--- config.mk ---
export PLATFORM = sky130hd
export DESIGN_NAME = qrs_peak_detector
export DESIGN_NICKNAME = d
export VERILOG_FILES = /design/src/rtl/qrs_peak_detector.sv
export SDC_FILE = /design/constraint.sdc
export NUM_CORES = 1
export LEC_CHECK = 0
export BUFFER_PORTS_ARGS = -buffer_cell sky130_fd_sc_hd__buf_2
export CORE_ASPECT_RATIO = 1.5
export CORE_UTILIZATION = 60
export DETAILED_ROUTE_END_ITERATION = 8
export PLACE_DENSITY = 0.81
export SYNTH_ARGS = -nofsm -noshare
export SYNTH_HDL_FRONTEND = slang
export SYNTH_SLANG_ARGS = --single-unit
export TNS_END_PERCENT = 50
--- constraint.sdc ---
create_clock -name clk -period 8.3 [get_ports clk]
set_clock_uncertainty 0.1 [all_clocks]
set_input_delay 0.83 -clock clk [delete_from_list [all_inputs] [get_ports clk]]
set_output_delay 0.83 -clock clk [all_outputs]
set_load 0.03 [all_outputs]
--- src/rtl/qrs_peak_detector.sv ---
`default_nettype none
// ----------------------------------------------------------------------------
// qrs_peak_detector: adaptive-threshold QRS detector on the MPavg stream.
// Rev 1.0
// ----------------------------------------------------------------------------
module qrs_peak_detector #(
  parameter int unsigned W         = 32,
  parameter int unsigned CW        = 16,
  parameter int unsigned LEARN_LEN = 256,
  parameter int unsigned REFRACT   = 50,
  parameter int unsigned MAX_WIDTH = 40,
  parameter int unsigned RR_MAX    = 500
) (
  input  logic          clk,
  input  logic          rst,
  input  logic [W-1:0]  mpavg,
  input  logic          mpavg_valid,
  output logic          qrs_valid,
  output logic [W-1:0]  peak_value,
  output logic [CW-1:0] rr_interval,
  output logic [W-1:0]  threshold,
  output logic          learning
);

  typedef enum logic [1:0] {
    S_LEARN   = 2'd0,
    S_SEARCH  = 2'd1,
    S_PEAK    = 2'd2,
    S_REFRACT = 2'd3
  } state_t;

  localparam logic [CW-1:0] LEARN_LAST   = CW'(LEARN_LEN - 1);
  localparam logic [CW-1:0] REFRACT_LAST = CW'(REFRACT - 1);
  localparam logic [CW-1:0] RR_LAST      = CW'(RR_MAX - 1);
  localparam logic [CW-1:0] WIDTH_LIMIT  = CW'(MAX_WIDTH);

  state_t        state_q, state_d;
  // One counter serves learn count, miss count, excursion width and refractory
  // count; each belongs to exactly one state and is cleared on every transition.
  logic [CW-1:0] cnt_q, cnt_d;
  logic [W-1:0]  pk_q, pk_d;
  logic [W-1:0]  spk_q, spk_d;
  logic [W-1:0]  thr_q, thr_d;
  logic [CW-1:0] since_q, since_d;
  logic          first_q, first_d;
  logic          qrs_valid_q, qrs_valid_d;
  logic [W-1:0]  peak_value_q, peak_value_d;
  logic [CW-1:0] rr_q, rr_d;
  logic          learning_q, learning_d;

  logic [CW-1:0] cnt_inc;
  logic [CW-1:0] since_inc;
  logic [W-1:0]  max_v;
  logic [W-1:0]  spk_new;

  always_comb begin
    cnt_inc   = cnt_q + 1'b1;
    since_inc = (since_q == {CW{1'b1}}) ? since_q : since_q + 1'b1;
    max_v     = (mpavg > pk_q) ? mpavg : pk_q;
    spk_new   = spk_q - (spk_q >> 3) + (pk_q >> 3);
  end

  always_comb begin
    state_d      = state_q;
    cnt_d        = cnt_q;
    pk_d         = pk_q;
    spk_d        = spk_q;
    thr_d        = thr_q;
    since_d      = since_q;
    first_d      = first_q;
    qrs_valid_d  = 1'b0;
    peak_value_d = peak_value_q;
    rr_d         = rr_q;

    if (mpavg_valid) begin
      since_d = since_inc;
      case (state_q)
        S_LEARN: begin
          pk_d = max_v;
          if (cnt_q == LEARN_LAST) begin
            spk_d   = max_v;
            thr_d   = max_v >> 1;
            state_d = S_SEARCH;
            cnt_d   = '0;
          end else begin
            cnt_d = cnt_inc;
          end
        end
        S_SEARCH: begin
          if (mpavg > thr_q) begin
            state_d = S_PEAK;
            pk_d    = mpavg;
            cnt_d   = CW'(1);
          end else if (cnt_q == RR_LAST) begin
            thr_d = thr_q >> 1;
            cnt_d = '0;
          end else begin
            cnt_d = cnt_inc;
          end
        end
        S_PEAK: begin
          // The exit sample never contributes to the peak, forced or not.
          if ((mpavg <= thr_q) || (cnt_inc == WIDTH_LIMIT)) begin
            qrs_valid_d  = 1'b1;
            peak_value_d = pk_q;
            rr_d         = first_q ? '0 : since_inc;
            since_d      = '0;
            first_d      = 1'b0;
            spk_d        = spk_new;
            thr_d        = spk_new >> 1;
            state_d      = S_REFRACT;
            cnt_d        = '0;
          end else begin
            pk_d  = max_v;
            cnt_d = cnt_inc;
          end
        end
        S_REFRACT: begin
          if (cnt_q == REFRACT_LAST) begin
            state_d = S_SEARCH;
            cnt_d   = '0;
          end else begin
            cnt_d = cnt_inc;
          end
        end
        default: begin
          state_d = S_LEARN;
          cnt_d   = '0;
          pk_d    = '0;
        end
      endcase
    end

    learning_d = (state_d == S_LEARN);
  end

  always_ff @(posedge clk) begin
    if (rst) begin
      state_q      <= S_LEARN;
      cnt_q        <= '0;
      pk_q         <= '0;
      spk_q        <= '0;
      thr_q        <= '0;
      since_q      <= '0;
      first_q      <= 1'b1;
      qrs_valid_q  <= 1'b0;
      peak_value_q <= '0;
      rr_q         <= '0;
      learning_q   <= 1'b1;
    end else begin
      state_q      <= state_d;
      cnt_q        <= cnt_d;
      pk_q         <= pk_d;
      spk_q        <= spk_d;
      thr_q        <= thr_d;
      since_q      <= since_d;
      first_q      <= first_d;
      qrs_valid_q  <= qrs_valid_d;
      peak_value_q <= peak_value_d;
      rr_q         <= rr_d;
      learning_q   <= learning_d;
    end
  end

  assign qrs_valid   = qrs_valid_q;
  assign peak_value  = peak_value_q;
  assign rr_interval = rr_q;
  assign threshold   = thr_q;
  assign learning    = learning_q;

endmodule
`default_nettype wire

## After elaboration in Yosys (flattened, before gate mapping)

Index checks and enable logic that the tools add are counted.

| storage, ports and cells | value |
|---|---|
| bits in registers | 181 |
| output and inout port bits | 82 |
| input port bits | 35 |

| cells by class | value |
|---|---|
| bitwise gates (word level) | 2 |
| reductions and logical operators | 10 |
| equality and inequality tests | 14 |
| multiplexer cells | 29 |
| order comparisons | 3 |
| add/sub/neg operators | 4 |

Operators by type and width:

| cell | count |
|---|---|
| $mux W32 | 9 |
| $pmux W32 S3 | 2 |
| $mux W16 | 9 |
| $gt A32 B32 Y1 | 2 |
| $pmux W16 S4 | 1 |
| $pmux W32 S2 | 1 |
| $add A16 B1 Y16 const B | 2 |
| $add A32 B29 Y32 | 1 |
| $eq A16 B6 Y1 const B | 2 |
| $le A32 B32 Y1 | 1 |
| $sub A32 B29 Y32 | 1 |
| $eq A16 B16 Y1 const B | 1 |
| $eq A16 B8 Y1 const B | 1 |
| $eq A16 B9 Y1 const B | 1 |
| $ne A2 B2 Y1 const B | 6 |
| $mux W2 | 5 |
| $pmux W2 S4 | 1 |
| $reduce_and A4 Y1 | 2 |
| $reduce_and A6 Y1 | 1 |
| $eq A2 B2 Y1 const B | 2 |
| $logic_not A2 Y1 | 2 |
| $reduce_and A3 Y1 | 1 |
| $reduce_bool A3 Y1 | 1 |
| $reduce_or A3 Y1 | 1 |
| other kinds (5) | 6 |

## Longest topological paths before layout

| logic depth | value |
|---|---|
| word-level depth | 7 |
| depth in mapped cells | 14 |
| gate-level depth less buffers | 14 |

## Least setup slack after synthesis

Ideal clock, no wire load.

| timing | value |
|---|---|
| kind | register to register |
| start | register pk_q[7] |
| end | register thr_q[20], in the netlist threshold[20] |
| stages on the path, launching flop included | 14 |
| period minus slack after synthesis | 3.483 ns |
| setup slack | 4.817 ns |
| setup time | 0.117 ns |
| data arrival time | 3.266 ns |
| cell sequence | dfxtp_1 -> inv_1 -> fa_1 -> inv_1 -> ha_1 -> a21o_1 -> a221o_1 -> a31o_2 -> a31o_2 -> a41oi_1 -> nor2_1 -> o311ai_1 -> o211ai_1 -> a32o_1 |

| on the way | value |
|---|---|
| cells in the longest elaborated chain, start to end | 4 |

RTL lines:

| element | RTL line | RTL |
|---|---|---|
| start: declaration | 41 | `logic [W-1:0] pk_q, pk_d;` |
| start signal: assignment | 153 | `pk_q <= pk_d;` |
| $gt A32 B32 Y1 | 59 | `max_v = (mpavg > pk_q) ? mpavg : pk_q;` |
| $mux W32 | 59 |  |
| $mux W32 | 80 | `if (cnt_q == LEARN_LAST) begin` |
| $pmux W32 S3 * | 77 | `case (state_q)` |
| end signal: assignment | 155 | `thr_q <= thr_d;` |
| end: declaration | 43 | `logic [W-1:0] thr_q, thr_d;` |

Mark *: on every way between the ends. The rest lies on a longest branch, timed or not. The select of a mux whose other input is x is not followed.
A chain may end at the register's enable or synchronous reset.

## Worst setup path in the final report

| timing | value |
|---|---|
| start | input port mpavg[15] |
| end | register spk_q[4] |

| on the way | value |
|---|---|
| cells in the longest elaborated chain, start to end | 4 |

RTL lines:

| element | RTL line | RTL |
|---|---|---|
| start: declaration | 16 | `input logic [W-1:0] mpavg,` |
| $gt A32 B32 Y1 or $le A32 B32 Y1 (tied branches) | 59, 103 |  |
| $mux W32 or $logic_or A1 B1 Y1 (tied branches) | 59, 103 |  |
| $mux W32 or $ne A2 B2 Y1 (tied branches) | - |  |
| $pmux W32 S2 or $reduce_and A4 Y1 (tied branches) | - |  |
| end signal: assignment | 154 | `spk_q <= spk_d;` |
| end: declaration | 42 | `logic [W-1:0] spk_q, spk_d;` |

Several ways; a longest one is shown, not always the timed one. The select of a mux whose other input is x is not followed.

==> impl_metrics.env <==
export IMPL_setup_tns_final_ns=0
export IMPL_intPower_w=0.001566
export IMPL_syn_inst=1535
export IMPL_cts_made_buffers=17
export IMPL_synth_compound_area_frac=0.2173
export IMPL_place_ws_ns=3.689
export IMPL_layout_commonest_cell="nor2_1"
export IMPL_rsz0062_at_grt="no"
export IMPL_slew_headroom=0.1906
export IMPL_worstPathRequired_ns=8.54
export IMPL_seqPwrFrac=0.374
export IMPL_fin_crit_sh=0.5199
export IMPL_ys_warn_count=0
export IMPL_critPathCaptureType="flop"
export IMPL_hold_buffers=0
export IMPL_cap_violations=0
export IMPL_detail_route_vias_per_cell=6.285
export IMPL_grt_pass1_vias=11643
export IMPL_mostFrequentLayoutCells="194 x nor2_1, 180 x dfxtp_1, 176 x inv_1, 127 x nand2_1, 114 x buf_2"
export IMPL_routed_wl_um=37050
export IMPL_grt_overflow_total=0
export IMPL_start_kind="input pin"
export IMPL_dr_pass1_iters=7
export IMPL_worst_slack_ns=3.985
export IMPL_clkPwrFrac=0.348
export IMPL_synth_simple_area_share=0.1688
export IMPL_fmax_ghz=0.2318
export IMPL_syn_area_mm2=0.01247
export IMPL_combinationalPowerShare=0.278
export IMPL_ant_nets=0
export IMPL_post_cts_resized=0
export IMPL_final_hold_violation_count=0
export IMPL_dr_total_vias=11829
export IMPL_synth_edf_count=0
export IMPL_setup_viol=0
export IMPL_synth_cell_types=85
export IMPL_grt_max_degree=93
export IMPL_synth_top_family_by_area="compound AO/OA/AOI/OAI gates"
export IMPL_cts_tree="done"
export IMPL_wl_per_cell_um=19.68
export IMPL_irDropWorstVdd_uv=130.8
export IMPL_min_period_ns=4.315
export IMPL_core_mm2=0.02042
export IMPL_start_util=0.6107
export IMPL_slowest_stage="o21ai_1"
export IMPL_clk_latency_ns=0.45
export IMPL_path_class="in2reg"
export IMPL_dp_final_hpwl_um=27170
export IMPL_dieArea_mm2=0.02138
export IMPL_die_h_um=178.6
export IMPL_htreeDepth=4
export IMPL_async_flop_share=0
export IMPL_numPortBuffers=115
export IMPL_grt_pass1_wl_um=59000
export IMPL_cp_slowest_stage_delay_ns=0.79
export IMPL_p_sw_w=0.0008228
export IMPL_cts_sinks=180
export IMPL_switching_share=0.3444
export IMPL_cts_setup_buffers=0
export IMPL_rows=64
export IMPL_ys_seq_area_frac=0.2890
export IMPL_die_w_um=119.7
export IMPL_ys_flop_type="dfxtp_1"
export IMPL_routabilityCongestion=0.9939
export IMPL_synth_mux_area_fraction=0.05478
export IMPL_synthAdderAreaFrac=0.1499
export IMPL_finalPower_w=0.002389
export IMPL_synth_net_count=1702
export IMPL_arrival_ns=4.55
export IMPL_post_synth_cell_area_avg_um2=8.124
export IMPL_synthToLayoutAreaGrowth_pct=9.802
export IMPL_tightest_slew_ns=1.214
export IMPL_synth_xor_area_frac=0.03512
export IMPL_hp_class="reg2reg"
export IMPL_clock_path_buffers=2
export IMPL_power_density_mw_per_mm2=174.5
export IMPL_layout_drive_gt1_share=0.1144
export IMPL_drt_iter0_drc=954
export IMPL_cts_root_buffer_cell="clkbuf_16"
export IMPL_cts_clk_slew_worst_paths_ns=0.07
export IMPL_antenna_found_initial=1
export IMPL_ys_ff_latch=180
export IMPL_drcViolationCount=0
export IMPL_finalMaxSlewViolations=0
export IMPL_groute_usage_overall=0.3557
export IMPL_status="finished clean"
export IMPL_cp_max_fo=21
export IMPL_ioPinCount=117
export IMPL_nets=1771
export IMPL_p_leak_nw=6.098
export IMPL_crit_chain="buf_2 > ha_1 > nand4_1 > or4_1 > or3b_1 > a31oi_1 > nor2_4 > o21a_2 > o21ai_1 > nor2_1 > buf_4 > a22o_1"
## worst max-delay path: cells and delay by family
kind	cells	cell delay, ns
AOI/OAI and AO/OA	4	1.84
adders and majority gates	1	0.33
buffers and inverters	2	0.40
and+or+nand+nor	5	1.13
## power by group through the flow
stage / registers, W / clock network (W) / logic [W]
finish: 0.000893 / 0.000831 / 0.000665
global route: 0.000895 / 0.000871 / 0.000729
CTS: 0.000893 / 0.000838 / 0.000652
detailed placement: 0.000913 / 0 / 0.000645
global placement: 0.000912 / 0 / 0.000633
floorplan: 0.000908 / 0 / 0.000488
## path summary, 6_finish.rpt
check,startpoint,end,slack [ns],depth (start not counted)
setup / recovery,mpavg[15],spk_q[4],3.99,12
hold / removal,peak_value[0],peak_value[0],0.37,2
setup reg to reg,threshold[15],spk_q[4],4.05,12
hold reg to reg,peak_value[0],peak_value[0],0.37,2
## sequential cells by signal, indices dropped and copies added (netlist names)
name,cells
cnt_q,16
first_q,1
learning,1
peak_value,32
pk_q,32
qrs_valid,1
rr_interval,16
since_q,16
spk_q,32
state_q,2
threshold,31
## cell usage after synthesis (4+ instances only)
library cell | n | area, um2
a211o_1 | 5 | 43.79
a211oi_1 | 14 | 105.1
a21o_1 | 24 | 180.2
a21oi_1 | 91 | 455.4
a221o_1 | 5 | 50.05
a221oi_1 | 5 | 43.79
a22o_1 | 26 | 227.7
a22oi_1 | 19 | 142.6
a2bb2oi_1 | 6 | 52.55
a31oi_1 | 13 | 81.33
a32o_1 | 16 | 160.2
and2_1 | 6 | 37.54
and3_1 | 12 | 75.07
and4_1 | 7 | 61.31
buf_2 | 17 | 85.08
buf_4 | 8 | 60.06
buf_6 | 7 | 78.83
clkbuf_1 | 43 | 161.4
dfxtp_1 | 180 | 3603
fa_1 | 29 | 580.6
ha_1 | 103 | 1289
inv_1 | 176 | 660.6
mux2i_1 | 66 | 660.6
nand2_1 | 127 | 476.7
nand2b_1 | 5 | 31.28
nand3_1 | 39 | 195.2
nand3b_1 | 4 | 30.03
nand4_1 | 17 | 106.4
nor2_1 | 194 | 728.2
nor3_1 | 15 | 75.07
nor4_1 | 7 | 43.79
o211ai_1 | 32 | 240.2
o21a_1 | 5 | 37.54
o21ai_0 | 57 | 285.3
o21ai_1 | 8 | 40.04
o21bai_1 | 5 | 37.54
o22ai_1 | 6 | 37.54
o31ai_1 | 10 | 75.07
or2_2 | 4 | 25.02
or3_1 | 6 | 37.54
or4_1 | 4 | 30.03
xnor2_1 | 26 | 227.7
xor2_1 | 24 | 210.2
## area by class of cell
| class | count | area, um2 |
|---|---|---|
| fillers | 1745 | 6726 |
| clock inverters | 14 | 161.4 |
| clock buffers | 18 | 439.2 |
| multi-input cells | 1101 | 7828 |
| flip-flops and latches | 180 | 3603 |
| inverters | 178 | 668.1 |
| diodes | 1 | 2.502 |
| repair buffers | 126 | 660.6 |
| well taps | 264 | 330.3 |
## cells by family (layout without fill, tap and decap cells)
| group | after synthesis | in the layout |
|---|---|---|
| other | 1 | 2 |
| flip-flops | 180 | 180 |
| AO/OA/AOI/OAI | 388 | 388 |
| adder cells (fa/ha/maj) | 132 | 132 |
| XOR/XNOR | 50 | 50 |
| buffers and inverters | 254 | 336 |
| AND/OR/NAND/NOR | 462 | 462 |
| multiplexers | 68 | 68 |
## layer usage
layer,up-vias,track usage,part of all wire
li1,5506,-,-
met4,0,0.2792,0.082
met3,187,0.05882,0.063
met5,-,0,0
met1,5570,0.3739,0.36
met2,566,0.6284,0.49
## per-stage QoR
| stage | hold slack [ns] | utilization | std cells | area [um2] |
|---|---|---|---|---|
| floorplan | 0.3444 | - | 1535 | 12470 |
| global placement | 0.3484 | 0.6411 | 1849 | 13090 |
| detailed placement | 0.3651 | 0.6411 | 1849 | 13090 |
| CTS | 0.3772 | 0.6705 | 1881 | 13690 |
| global route | 0.3957 | 0.6705 | 1881 | 13690 |
| finish | 0.3703 | 0.6706 | 1882 | 13690 |
No activity file was read; power rests on OpenSTA's default activity.
